**config.mk**
```make
export PLATFORM = sky130hd
export DESIGN_NAME = keccak_msg_feeder
export DESIGN_NICKNAME = d
export VERILOG_FILES = /design/src/rtl/keccak_msg_feeder.sv
export SDC_FILE = /design/constraint.sdc
export NUM_CORES = 1
export LEC_CHECK = 0
export CAP_MARGIN = 10
export CORE_ASPECT_RATIO = 0.8
export CORE_MARGIN = 2
export CORE_UTILIZATION = 40
export CTS_CLUSTER_DIAMETER = 120
export DETAILED_ROUTE_END_ITERATION = 12
export PLACE_DENSITY = 0.67
export SKIP_LAST_GASP = 1
export SLEW_MARGIN = 20
export SYNTH_ARGS = -nofsm -noshare
export SYNTH_HDL_FRONTEND = slang
export SYNTH_SLANG_ARGS = --single-unit
```
**constraint.sdc**
```tcl
create_clock -name clk -period 2.95 [get_ports clk]
set_input_delay 0.885 -clock clk [delete_from_list [all_inputs] [get_ports clk]]
set_output_delay 0.885 -clock clk [all_outputs]
set_load 0.01 [all_outputs]
```
**src/rtl/keccak_msg_feeder.sv**
```systemverilog
// Byte-stream to keccak word feeder with digest serializer.
// Optional abort input is enabled by defining KECCAK_FEEDER_ABORT_EN.
module keccak_msg_feeder #(
    parameter int unsigned DIGEST_BYTES = 64
) (
    input  logic         clk,
    input  logic         reset_n,
    input  logic [7:0]   s_byte,
    input  logic         s_valid,
    input  logic         s_last,
    output logic         s_ready,
    output logic         k_reset,
    output logic [31:0]  k_in,
    output logic         k_in_ready,
    output logic         k_is_last,
    output logic [1:0]   k_byte_num,
    input  logic         k_buffer_full,
    input  logic [511:0] k_out,
    input  logic         k_out_ready,
    output logic [7:0]   d_data,
    output logic         d_valid,
    output logic         d_last,
    input  logic         d_ready
`ifdef KECCAK_FEEDER_ABORT_EN
   ,input  logic         abort
`endif
);
    localparam int unsigned DW = 8 * DIGEST_BYTES;

    typedef enum logic [2:0] {
        ST_IDLE, ST_KRST, ST_FILL, ST_SEND, ST_PAD, ST_WAIT, ST_DRAIN
    } state_t;

    state_t          state_q, state_d;
    logic [2:0]      cnt_q, cnt_d;
    logic [31:0]     word_q, word_d;
    logic            last_q, last_d;
    logic [DW-1:0]   dig_q, dig_d;
    logic [6:0]      dcnt_q, dcnt_d;
    logic            pend_q, pend_d;
    logic            s_ready_q, s_ready_d;
    logic            k_reset_q, k_reset_d;
    logic            k_in_ready_q, k_in_ready_d;
    logic            k_is_last_q, k_is_last_d;
    logic [1:0]      k_byte_num_q, k_byte_num_d;
    logic            d_valid_q, d_valid_d;
    logic            d_last_q, d_last_d;
    logic [1:0]      lane;
    logic            abort_req;
    logic            part_last;

`ifdef KECCAK_FEEDER_ABORT_EN
    assign abort_req = abort && (state_q != ST_IDLE);
`else
    assign abort_req = 1'b0;
`endif

    assign lane = 2'd3 - cnt_q[1:0];

    always_comb begin
        state_d = state_q;
        cnt_d   = cnt_q;
        word_d  = word_q;
        last_d  = last_q;
        dig_d   = dig_q;
        dcnt_d  = dcnt_q;
        pend_d  = pend_q;
        case (state_q)
            ST_IDLE: begin
                if (s_valid) state_d = ST_KRST;
            end
            ST_KRST: begin
                state_d = pend_q ? ST_IDLE : ST_FILL;
                pend_d  = 1'b0;
                cnt_d   = 3'd0;
                word_d  = '0;
                last_d  = 1'b0;
            end
            ST_FILL: begin
                if (s_valid) begin
                    word_d[{lane, 3'b000} +: 8] = s_byte;
                    cnt_d  = cnt_q + 3'd1;
                    last_d = s_last;
                    if (cnt_q == 3'd3 || s_last) state_d = ST_SEND;
                end
            end
            ST_SEND: begin
                if (!k_buffer_full) begin
                    // Every exit from SEND wants a clean word: FILL reuses it, PAD sends zero.
                    word_d = '0;
                    cnt_d  = 3'd0;
                    if (!last_q)               state_d = ST_FILL;
                    else if (cnt_q == 3'd4)    state_d = ST_PAD;
                    else                       state_d = ST_WAIT;
                end
            end
            ST_PAD: begin
                if (!k_buffer_full) state_d = ST_WAIT;
            end
            ST_WAIT: begin
                if (k_out_ready) begin
                    dig_d   = k_out[511 -: DW];
                    dcnt_d  = 7'd0;
                    state_d = ST_DRAIN;
                end
            end
            ST_DRAIN: begin
                if (d_valid_q && d_ready) begin
                    dig_d  = dig_q << 8;
                    dcnt_d = dcnt_q + 7'd1;
                    if (dcnt_q == 7'(DIGEST_BYTES - 1)) state_d = ST_IDLE;
                end
            end
            default: state_d = ST_IDLE;
        endcase

        if (abort_req) begin
            state_d = ST_KRST;
            pend_d  = 1'b1;
            cnt_d   = 3'd0;
            word_d  = '0;
            last_d  = 1'b0;
            dig_d   = '0;
            dcnt_d  = 7'd0;
        end

        // Outputs are registered copies of what the next state will present.
        part_last    = (state_d == ST_SEND) && last_d && (cnt_d != 3'd4);
        s_ready_d    = (state_d == ST_FILL);
        k_reset_d    = (state_d == ST_KRST);
        k_in_ready_d = (state_d == ST_SEND) || (state_d == ST_PAD);
        k_is_last_d  = part_last || (state_d == ST_PAD);
        k_byte_num_d = part_last ? cnt_d[1:0] : 2'd0;
        d_valid_d    = (state_d == ST_DRAIN);
        d_last_d     = (state_d == ST_DRAIN) && (dcnt_d == 7'(DIGEST_BYTES - 1));
    end

    always_ff @(posedge clk or negedge reset_n) begin
        if (!reset_n) begin
            state_q      <= ST_IDLE;
            cnt_q        <= 3'd0;
            word_q       <= '0;
            last_q       <= 1'b0;
            dig_q        <= '0;
            dcnt_q       <= 7'd0;
            pend_q       <= 1'b0;
            s_ready_q    <= 1'b0;
            k_reset_q    <= 1'b1;
            k_in_ready_q <= 1'b0;
            k_is_last_q  <= 1'b0;
            k_byte_num_q <= 2'd0;
            d_valid_q    <= 1'b0;
            d_last_q     <= 1'b0;
        end else begin
            state_q      <= state_d;
            cnt_q        <= cnt_d;
            word_q       <= word_d;
            last_q       <= last_d;
            dig_q        <= dig_d;
            dcnt_q       <= dcnt_d;
            pend_q       <= pend_d;
            s_ready_q    <= s_ready_d;
            k_reset_q    <= k_reset_d;
            k_in_ready_q <= k_in_ready_d;
            k_is_last_q  <= k_is_last_d;
            k_byte_num_q <= k_byte_num_d;
            d_valid_q    <= d_valid_d;
            d_last_q     <= d_last_d;
        end
    end

    assign s_ready    = s_ready_q;
    assign k_reset    = k_reset_q;
    assign k_in       = word_q;
    assign k_in_ready = k_in_ready_q;
    assign k_is_last  = k_is_last_q;
    assign k_byte_num = k_byte_num_q;
    assign d_data     = dig_q[DW-1 -: 8];
    assign d_valid    = d_valid_q;
    assign d_last     = d_last_q;

endmodule
```
==> flow_summary.toml <==
[outcome]
status = "finished clean"

[clock_tree]
cts_max_path_buffers = 3
clock_latency_ns = 0.61
clock-sinks = 566
cts-root-buf = "clkbuf_16"
cts_buffers = 58
cts_max_level = 2
cts_setup_buffers = 0
tritoncts = "yes"
holdBufCountCts = 0
cts_resized = 0
clk_pin_slew_ns = 0.06

[timing]
clock.fmax_mhz = 394
rsz0062_at_grt = "no"
setup_viol = 0
hold_ws_ns = 0.253
timing.final.ws_setup_ns = 0.412
finClkSkew_ns = 0.0132
fin_tns_setup_ns = 0
finalCriticalPeriod_ns = 2.54
finalCritPeriodShare = 0.860
hold_viol = 0
max_slew.worst_pin.slew_ns = 0.636
drv_slew = 0
max_slew_margin = 0.576

[grt]
grt_max_degree = 128
grt_antenna_before_repair = 24
grt_pass1_vias = 20000
grt_usage = 0.216
grt_overflow_total = 0
grt_pass1_wl_um = 113000

[die]
dieWidth_um = 288
row_count = 83
start_util = 0.403
io_pins = 575
die-height_um = 231
coreArea_um2 = 64100
dieArea_um2 = 66700

[yosys]
synth_xor_area_frac = 0.000339
ys_types = 50
synth_nets = 2983
syn_area_um2 = 25800
synth_seq_area_share = 0.548
synthMuxAreaShare = 0.197
synth_seq_cells = 566
synth_edf_count = 0
avgSynthCellArea_um2 = 10.6
synthSimpleGateAreaFrac = 0.0919
synth_flop_cell = "dfrtp_1"
synth_fa_ha_area_frac = 0.00387
synth_top_family_by_area = "multiplexers"
async_flop_share = 1.00
yosysWarnings = 0
synth_compound_area_frac = 0.119
synthCells = 2448

[setup_path]
required_ns = 2.07
critPathMaxFanout = 1
slowest_stage = "clkdlybuf4s50_1"
crit_chain = "clkdlybuf4s50_1"
cp_data_arrival_time_ns = 1.65
start_kind = "register"
worst-path-buf-inv = 1
setup.worst_path.class = "register to output port"
worst_setup_path_end_kind = "output port"
slowest_delay_ns = 0.54
cp_top_family = "buffers and inverters"

[hold_path]
min_path_type = "input port to async pin"

[routing]
drt-pass1-iter-count = 5
wl_per_cell_um = 18.7
routed_wl_um = 72600
initialDrtViolationCount = 1150
vias_per_cell = 5.03
drc = 0
ant_nets = 0
vias = 19500

[cells_and_area]
fill_cells = 5511
fin_area_um2 = 34600
drive_above_1_share = 0.0601
syn2layout_area_growth_pct = 34.0
fin_nets = 3507

[power_and_ir_drop]
p_leak_uw = 0.0178
power_density_nw_per_um2 = 885
vdd_drop_max_mv = 0.449

[flow_run]
maxCapViolCount = 0

[placement]
pre_cts_slack_ns = 0.155
placed_area_um2 = 32700
numPortBuffers = 574
hpwlAfterDp_um = 54400
gp_congestion = 0.879
## synth_stat cells, types with 2 or more instances
library cell  number  area share
dfrtp_1          565        0.55
nand2_1          534       0.078
mux2i_1          508        0.20
o21ai_0          419       0.081
o21ai_1          101       0.020
buf_2             99       0.019
clkbuf_1          47      0.0068
a22o_1            35       0.012
buf_4             31      0.0090
inv_1             13      0.0019
nor2_1            13      0.0019
a21oi_1            9      0.0017
ha_1               8      0.0039
nand3_1            6      0.0012
nor3_1             6      0.0012
a21o_1             4      0.0012
buf_1              4     0.00058
buf_6              4      0.0017
or4_1              3     0.00087
and3_1             2     0.00048
and3b_1            2     0.00068
and4b_1            2     0.00077
nand2b_1           2     0.00048
nand4_1            2     0.00048
nor2b_1            2     0.00048
o31a_1             2     0.00068
or3_1              2     0.00048
## through the flow
step	util	cells	power [uW]
floorplan	-	2448	19900
global placement	0.510	3762	22900
detailed placement	0.510	3762	23400
CTS	0.540	3864	31000
global route	0.540	3872	32800
finish	0.540	3876	30600
## cell type report
| type | instances | area, um^2 | share of cell area |
|---|---|---|---|
| well taps | 850 | 1060 | 0.0307 |
| inverters | 14 | 52.6 | 0.00152 |
| clock buffers | 84 | 1710 | 0.0495 |
| clock inverters | 18 | 220 | 0.00636 |
| flip-flops and latches | 566 | 14200 | 0.409 |
| diodes | 12 | 30.0 | 0.000867 |
| repair buffers | 649 | 6730 | 0.194 |
| multi-input cells | 1683 | 10700 | 0.308 |
## path summary, 6_finish.rpt
path                       startpoint    endpoint  slack [ns]  cells past startpoint
setup / recovery              k_reset     k_reset        0.41                      1
min in group clk           dig_q[223]  dig_q[223]        0.48                      2
hold / removal                reset_n  dig_q[100]        0.25                      1
max in group asynchronous     reset_n    k_in[17]        1.83                      3
setup reg to reg             cnt_q[0]   k_is_last        0.60                      7
hold reg to reg            dig_q[223]  dig_q[223]        0.48                      2
## cells by family after synthesis
family          count (synthesis)
buf+inv                       199
fa+ha+maj                       8
flops                         566
compound gates                577
mux                           509
xor+xnor                        1
simple gates                  588
## power breakdown
part | total (uW) | switching (uW) | internal (uW)
combinational | 10300 | 5420 | 4910
clock | 7510 | 3080 | 4430
sequential | 12800 | 1890 | 10900
## cells in the final DEF, fill, tap and decap left out, drive strengths merged, types with 3 or more instances in the layout
cell type        n
nand2          534
clkinv          11
o21ai          521
buf             76
mux2i          508
ha               8
nor3             7
a21oi            9
nand3            6
dfrtp          565
diode           12
clkdlybuf4s50  573
nor2            14
clkbuf          84
inv             14
a21o             4
a22o            35
bufinv           5
or4              3
## metal layers
layer  up-vias  GRT usage  wire length, um
li1       9529          -                -
met1      9338      0.287            31300
met2       481      0.353            34600
met3       127     0.0523             4800
met4        24     0.0622             1730
met5         -          0              163
## flip-flops by register name, summed over array words and instances, names as in the netlist
register,flops
dig_q,512
state_q,3
k_is_last,1
cnt_q,3
k_reset,1
s_ready,1
k_in,32
dcnt_q,7
d_last,1
k_in_ready,1
k_byte_num,2
d_valid,1
last_q,1
Power figures use the tool's default switching activity.
